--- config.mk ---
export PLATFORM = sky130hd
export DESIGN_NAME = seg7_2_bcd_scan_flat
export DESIGN_NICKNAME = d
export VERILOG_FILES = /design/src/rtl/seg7_2_bcd_scan_if.sv /design/src/rtl/seg7_2_bcd_scan.sv /design/src/flat_wrapper.sv
export SDC_FILE = /design/constraint.sdc
export NUM_CORES = 1
export LEC_CHECK = 0
export CORE_ASPECT_RATIO = 0.7
export CORE_MARGIN = 2
export CORE_UTILIZATION = 50
export CTS_BUF_LIST = sky130_fd_sc_hd__clkbuf_2
export CTS_CLUSTER_DIAMETER = 40
export DETAILED_ROUTE_END_ITERATION = 8
export PLACE_DENSITY = 0.79
export SYNTH_ARGS = -nofsm -noshare
export SYNTH_HDL_FRONTEND = slang
export SYNTH_SLANG_ARGS = --single-unit
--- constraint.sdc ---
create_clock -name clk -period 4.1 [get_ports clk]
set_input_delay 0.82 -clock clk [delete_from_list [all_inputs] [get_ports clk]]
set_output_delay 0.82 -clock clk [all_outputs]
set_load 0.01 [all_outputs]
--- src/rtl/seg7_2_bcd_scan_if.sv ---
// seg7_2_bcd_scan_if: frame handshake from the display scanner to its consumer.
// With SEG7_DP_EN the frame also carries one decimal-point bit per digit.
interface seg7_2_bcd_scan_if #(
    parameter int DIGITS = 4
);
    logic                frame_valid;
    logic                frame_ready;
    logic [4*DIGITS-1:0] frame_bcd;
    logic [DIGITS-1:0]   frame_err;
    logic                overflow;
`ifdef SEG7_DP_EN
    logic [DIGITS-1:0]   frame_dp;
    modport master (output frame_valid, frame_bcd, frame_err, frame_dp, overflow, input frame_ready);
    modport slave  (input frame_valid, frame_bcd, frame_err, frame_dp, overflow, output frame_ready);
`else
    modport master (output frame_valid, frame_bcd, frame_err, overflow, input frame_ready);
    modport slave  (input frame_valid, frame_bcd, frame_err, overflow, output frame_ready);
`endif
endinterface

--- src/rtl/seg7_2_bcd_scan.sv ---
// seg7_2_bcd_scan: samples a multiplexed 7-segment display, decodes each stable digit and emits whole frames.
// Defining SEG7_DP_EN adds the seg_dp_n input and the per-digit frame_dp output.
module seg7_2_bcd_scan #(
    parameter int DIGITS        = 4,
    parameter int STABLE_CYCLES = 3
) (
    input  logic              clk,
    input  logic              rst_n,
    input  logic [6:0]        seg_n,
    input  logic [DIGITS-1:0] an_n,
`ifdef SEG7_DP_EN
    input  logic              seg_dp_n,
`endif
    seg7_2_bcd_scan_if.master frm
);
    typedef enum logic {SCAN, LATCHED} state_t;
    localparam int IW = DIGITS > 1 ? $clog2(DIGITS) : 1;
    state_t              state, state_n;
    logic [6:0]          seg_q, seg_p;
    logic [DIGITS-1:0]   an_q, an_p;
    logic [7:0]          cnt, cnt_n;
    logic                sel, same, cap, done, load, drop, hs;
    logic [IW-1:0]       k;
    logic [3:0]          dig;
    logic                dig_err;
    logic [4*DIGITS-1:0] slot_bcd;
    logic [DIGITS-1:0]   slot_err, captured;

    // Current sample (q) and the one before it (p) for the stability comparison
    always_ff @(posedge clk or negedge rst_n)
        if (!rst_n) begin
            seg_q <= '0;
            seg_p <= '0;
            an_q  <= '0;
            an_p  <= '0;
        end else begin
            seg_q <= seg_n;
            seg_p <= seg_q;
            an_q  <= an_n;
            an_p  <= an_q;
        end

`ifdef SEG7_DP_EN
    logic              dp_q, dp_p;
    logic [DIGITS-1:0] slot_dp;
    always_ff @(posedge clk or negedge rst_n)
        if (!rst_n) begin
            dp_q         <= 1'b0;
            dp_p         <= 1'b0;
            slot_dp      <= '0;
            frm.frame_dp <= '0;
        end else begin
            dp_q <= seg_dp_n;
            dp_p <= dp_q;
            if (cap) slot_dp[k] <= ~dp_q;
            if (load) frm.frame_dp <= slot_dp;
        end
    assign same = seg_q == seg_p && an_q == an_p && dp_q == dp_p;
`else
    assign same = seg_q == seg_p && an_q == an_p;
`endif

    assign sel = $onehot(~an_q);

    always_comb begin
        k = '0;
        for (int i = 0; i < DIGITS; i++)
            if (!an_q[i]) k = IW'(i);
    end

    always_comb begin
        dig     = 4'hF;
        dig_err = 1'b1;
        case (seg_q)
            7'b1000000: {dig, dig_err} = {4'h0, 1'b0};
            7'b1111001: {dig, dig_err} = {4'h1, 1'b0};
            7'b0100100: {dig, dig_err} = {4'h2, 1'b0};
            7'b0110000: {dig, dig_err} = {4'h3, 1'b0};
            7'b0011001: {dig, dig_err} = {4'h4, 1'b0};
            7'b0010010: {dig, dig_err} = {4'h5, 1'b0};
            7'b0000010: {dig, dig_err} = {4'h6, 1'b0};
            7'b1111000: {dig, dig_err} = {4'h7, 1'b0};
            7'b0000000: {dig, dig_err} = {4'h8, 1'b0};
            7'b0010000: {dig, dig_err} = {4'h9, 1'b0};
            7'b0000110: {dig, dig_err} = {4'hE, 1'b0};
            default:    {dig, dig_err} = {4'hF, 1'b1};
        endcase
    end

    always_ff @(posedge clk or negedge rst_n)
        if (!rst_n) begin
            state <= SCAN;
            cnt   <= '0;
        end else begin
            state <= state_n;
            cnt   <= cnt_n;
        end

    always_comb state_n = cap ? LATCHED : (state == LATCHED && same) ? LATCHED : SCAN;

    // Leaving LATCHED reloads the counter, so STABLE_CYCLES=1 captures the new digit at once
    always_comb begin
        cnt_n = !sel ? 8'd0 : same ? (cnt == 8'hFF ? cnt : cnt + 8'd1) : 8'd1;
        cap   = cnt_n == 8'(STABLE_CYCLES) && (state == SCAN || !same);
    end

    always_ff @(posedge clk or negedge rst_n)
        if (!rst_n) begin
            slot_bcd <= '0;
            slot_err <= '0;
            captured <= '0;
        end else begin
            if (cap) begin
                slot_bcd[{k, 2'b00} +: 4] <= dig;
                slot_err[k]               <= dig_err;
            end
            captured <= (done ? '0 : captured) | (cap ? DIGITS'(1) << k : '0);
        end

    assign done = &captured;
    assign hs   = frm.frame_valid && frm.frame_ready;
    assign load = done && (!frm.frame_valid || frm.frame_ready);
    assign drop = done && !load;

    always_ff @(posedge clk or negedge rst_n)
        if (!rst_n) begin
            frm.frame_valid <= 1'b0;
            frm.frame_bcd   <= '0;
            frm.frame_err   <= '0;
            frm.overflow    <= 1'b0;
        end else begin
            frm.frame_valid <= load || (frm.frame_valid && !frm.frame_ready);
            if (load) begin
                frm.frame_bcd <= slot_bcd;
                frm.frame_err <= slot_err;
            end
            frm.overflow <= drop || (frm.overflow && !hs);
        end
endmodule

--- src/flat_wrapper.sv ---
// flat-port wrapper written by rule: the top's interface ports become plain ports
module seg7_2_bcd_scan_flat 
#(
    parameter int DIGITS        = 4,
    parameter int STABLE_CYCLES = 3
)
  (clk, rst_n, seg_n, an_n, frm_frame_valid, frm_frame_bcd, frm_frame_err, frm_overflow, frm_frame_ready);
  seg7_2_bcd_scan_if #(.DIGITS(DIGITS)) frm_i ();
  input  logic clk;
  input  logic rst_n;
  input  logic [6:0] seg_n;
  input  logic [DIGITS-1:0] an_n;
  output wire logic [$bits(frm_i.frame_valid)-1:0] frm_frame_valid;
  output wire logic [$bits(frm_i.frame_bcd)-1:0] frm_frame_bcd;
  output wire logic [$bits(frm_i.frame_err)-1:0] frm_frame_err;
  output wire logic [$bits(frm_i.overflow)-1:0] frm_overflow;
  input wire logic [$bits(frm_i.frame_ready)-1:0] frm_frame_ready;
  assign frm_frame_valid = frm_i.frame_valid;
  assign frm_frame_bcd = frm_i.frame_bcd;
  assign frm_frame_err = frm_i.frame_err;
  assign frm_overflow = frm_i.overflow;
  assign frm_i.frame_ready = frm_frame_ready;
  seg7_2_bcd_scan #(.DIGITS(DIGITS), .STABLE_CYCLES(STABLE_CYCLES)) u_core (.clk(clk), .rst_n(rst_n), .seg_n(seg_n), .an_n(an_n), .frm(frm_i));
endmodule
==> results.txt <==
The number of buffer cells added on primary ports is 35. The clock sink count is 77. The initial antenna violation count is 0, and the number of synthesized register bits is 77. Dividing the detail-routed via count by the number of cells gives 5.31. Cell with the largest stage delay on the worst path: a2111oi_4. The path category of the worst min-delay check was primary input to asynchronous set/reset pin.

The die outline area is 7520 µm², and the count of instances resized after the clock tree is built is 0. The tools report the clock tree root driver cell as clkbuf_2. Cells with a size suffix above 1 make up 18.7% of the layout.

The routed layout has 2232 vias. The most used flip-flop cell after synthesis is dfrtp_1. Biggest fanout along the worst timing path: 7. In the global route stage, overall resource usage came out at 18.7%. The logs give 51.0% for the starting density of the core and 78 for the largest net degree at the start of global routing. TritonCTS built the clock tree. Share of synthesized area spent on multiplexers: 13.5%. In this run the number of H-tree levels came out at 3.

The count of warnings emitted by yosys was 0; the share of the synthesized area in the top cell type was 56.4%. The largest delay contributor family on the critical path was simple AND/OR/NAND/NOR gates. The number of endpoints with negative hold slack in the final report is 0. Beginning of the critical path: u_core.an_q[2]. In this run the power density over the cells is 339 nW/µm². The tools report the number of max-cap violations as 0.

The number of different library cells used by synthesis comes to 42. The logs give 37.0% for the worst-case headroom to the max-slew limit and 10.7 mm for the first-pass GRT wire length. For the count of filler cells inserted in the layout, the log shows 581. After detailed routing, the number of remaining DRC violations is 0. The run gives 0 as the final count of pins violating max slew. In this run the mean area of a mapped cell was 12.2 µm². Clock-pin slew was measured on the worst setup and hold paths at 0.20 ns. The first TritonRoute pass finished after 4 iterations. The area fraction in compound gates after synthesis came out at 6.12%. Minimum clock period: 3.45 ns.

The worst setup path is launched from a register. Setup repair after global routing left no endpoint under its margin. For the number of placement rows, the log shows 25. The tools report the number of CTS-inserted buffers as 9.

In the layout the commonest cells are 77 x dfrtp_1, 40 x mux2_2, 34 x clkdlybuf4s50_1. For this design, the CTS-stage hold fixing added 0 buffers. The logs give 0 for the number of antenna-violating nets in the routed design and 33.9% for the share of power burned in the clock network.

The worst path uses 84.1% of the clock period. The library cell used most frequently in the layout, excluding fill and tap cells, is dfrtp_1. The repair_antennas step left the layout with diodes totalling 0. 36 I/O pins were placed. The number of global-route vias before repair was 2204; the vertical extent of the die was 73.1 µm.

The DRC marker count from the first detailed-route iteration is 92, and the number of buffers between clock root and the deepest sink is 2. From synthesis to final layout, the design area changed by 17.0%. The flow ran to the end, and the final reports show no timing, DRC or antenna violations.

For the worst setup path, the data arrival time is 3.86 ns. The final worst setup slack is 0.651 ns. The analysis attributes to cell leakage a power of 1.89 nW.

Between clock sinks in the finished design, the worst skew comes to 0.0310 ns. The maximum clock frequency was 290 MHz; the placed instance area was 3860 µm². The switching power share of the total is 24.6%, and the critical path required time is 4.51 ns. The cell repeated most along the worst path is ha_1.

Adding up every negative setup slack in the final design gives 0 ns. The later pin in the worst-skew pair is clocked with a latency of 0.52 ns. The transition at the pin with the smallest max-transition slack works out to 0.944 ns.

Summing the areas of all fa, ha and maj instances in the mapped netlist gives 4.62% of the synthesized area. After technology mapping, the gate count stands at 281. Of all cell types, the one taking the most synthesized area is dfrtp_1. The synthesized design contains 0 enable-type register cells. Of all flip-flops after synthesis, the portion carrying an async set or reset was 100%. The type of the worst setup path is register to register.

In this run the horizontal extent of the chip is 103 µm. The startpoint of the worst register-to-register path was u_core.an_q[2]. Sorting the synthesized cells by area gives the leading types as dfrtp_1 56%, mux2_2 13%, ha_1 4.0%, xor2_1 3.1%, nor2_1 3.0%.

In this design, the stage delay of the slowest critical-path cell is 0.61 ns. Summed over all nets, the half-perimeter wirelength after detailed placement is 4.37 mm. The total number of cells along the worst setup path was 9.

The final-stage net count is 347. Setup violations remaining at the end of the flow were counted as 0. The congestion estimate from routability-driven global placement came to 0.832. In this run the power spent charging and discharging nets is 0.333 mW.

The element type at the critical path end is a register. The worst setup slack before clock tree synthesis was 0.665 ns; the summed instance area of the synthesized netlist was 3410 µm². The logs give 6690 µm² for the area of the core and 3990 µm² for the post-route cell area. Of the total synthesized cell area, the portion taken by AND, OR, NAND and NOR gates is 14.1%. By area, the combinational part of the netlist is dominated by simple AND/OR/NAND/NOR gates.

Across the VDD grid, the largest voltage drop is 170 µV. The routed wirelength normalized by instance count came out at 14.8 µm. The tools report the total routed wirelength as 6.23 mm. The cell internal power dissipation was 1.02 mW.

The share of total power dissipated in combinational logic is 7.6%. Summed over all layers, the global routing overflow is 0. The post-CTS setup repair buffer count is 0, and the total nets after synthesis is 307. Traced cell by cell, the critical path runs through inv_1 > ha_1 > ha_1 > fa_1 > nor3b_1 > nand4b_1 > a2111oi_4 > nand3_1 > mux2_2. The share of the Yosys chip area taken by registers is 56.4%. The synthesized netlist devotes 3.59% of its cell area to XOR and XNOR gates. The number of buffer and inverter stages on the critical path is 1, and the logic depth of the worst register-to-register path is 9.

In this run, flip-flops and latches consume 58.5% of the power.
routing by layer:
metal,vias to the layer above,share of wire (%),GRT usage (%)
met5,-,0,0
met4,0,0.88,5.26
met3,9,5.7,5.27
met2,63,44,26.7
met1,1078,50,28.2
li1,1082,-,-
stage by stage:
step / cells / hold slack (ns) / util [%] / total power, mW
3_3_place_gp: 404 / 0.400 / 57.6 / 0.905
6_report: 420 / 0.404 / 59.7 / 1.35
3_5_place_dp: 404 / 0.406 / 57.6 / 0.910
2_1_floorplan: 281 / 0.349 / - / 0.863
5_1_grt: 420 / 0.445 / 59.7 / 1.42
4_1_cts: 420 / 0.416 / 59.7 / 1.37
synth_stat cells, types with 2 or more instances:
library cell,count
inv_1,9
and2_1,3
a211oi_1,2
a31oi_1,2
o21ai_0,3
dfrtp_1,77
ha_1,11
clkbuf_1,5
nand2_1,15
nand3_1,12
nor3b_1,3
and4_1,2
or3_1,3
xnor2_1,2
nor2b_1,6
nor3_1,7
xor2_1,12
o21a_1,2
nand3b_1,2
nor4_1,4
a21oi_1,9
and3_1,2
nand4_1,3
nand3_2,2
nor2_1,27
mux2_2,40
sequential cells by signal, indices dropped and copies added (netlist names):
register / cells
u_core.an_p: 4
u_core.slot_bcd: 16
u_core.frm.frame_valid: 1
u_core.frm.frame_err: 4
u_core.slot_err: 4
u_core.frm.frame_bcd: 16
u_core.frm.overflow: 1
u_core.seg_p: 7
u_core.an_q: 4
u_core.state: 1
u_core.captured: 4
u_core.cnt: 8
u_core.seg_q: 7
logic make-up (layout without fill, tap and decap cells):
logic type	count (synthesis)	after routing
AND/OR/NAND/NOR	94	94
flip-flops	77	77
multiplexers	41	41
AO/OA/AOI/OAI	28	28
buffers and inverters	15	60
XOR/XNOR	14	14
adder cells (fa/ha/maj)	12	12
final cells by class:
class | count | area (µm²) | share of cell area (%)
well taps | 94 | 118 | 2.94
flip-flops and latches | 77 | 1930 | 48.2
clock inverters | 6 | 87.6 | 2.19
inverters | 9 | 33.8 | 0.846
repair buffers | 35 | 348 | 8.71
clock buffers | 10 | 50.0 | 1.25
multi-input cells | 189 | 1430 | 35.8
worst reg2reg max path: cells and delay by family (launching register included):
family / cells / cell delay, ns
compound gates: 1 / 0.61
fa+ha+maj: 3 / 0.93
buf+inv: 1 / 0.07
flops: 1 / 0.46
mux: 1 / 0.34
simple gates: 3 / 0.95
path summary, 6_finish.rpt:
check | to | slack (ns)
min in group clk | u_core.an_p[0] | 0.44
max reg2reg | u_core.slot_bcd[1] | 0.65
max in group asynchronous | u_core.an_p[2] | 3.06
max | u_core.slot_bcd[1] | 0.65
min reg2reg | u_core.an_p[0] | 0.44
min | u_core.cnt[7] | 0.40
power by group through the flow:
stage	Sequential, mW	Clock (mW)	Combinational (mW)
2_1_floorplan	0.798	0	0.0644
3_3_place_gp	0.805	0	0.101
3_5_place_dp	0.805	0	0.104
4_1_cts	0.792	0.477	0.105
5_1_grt	0.796	0.509	0.118
6_report	0.792	0.458	0.103
Power figures use the tool's default switching activity.
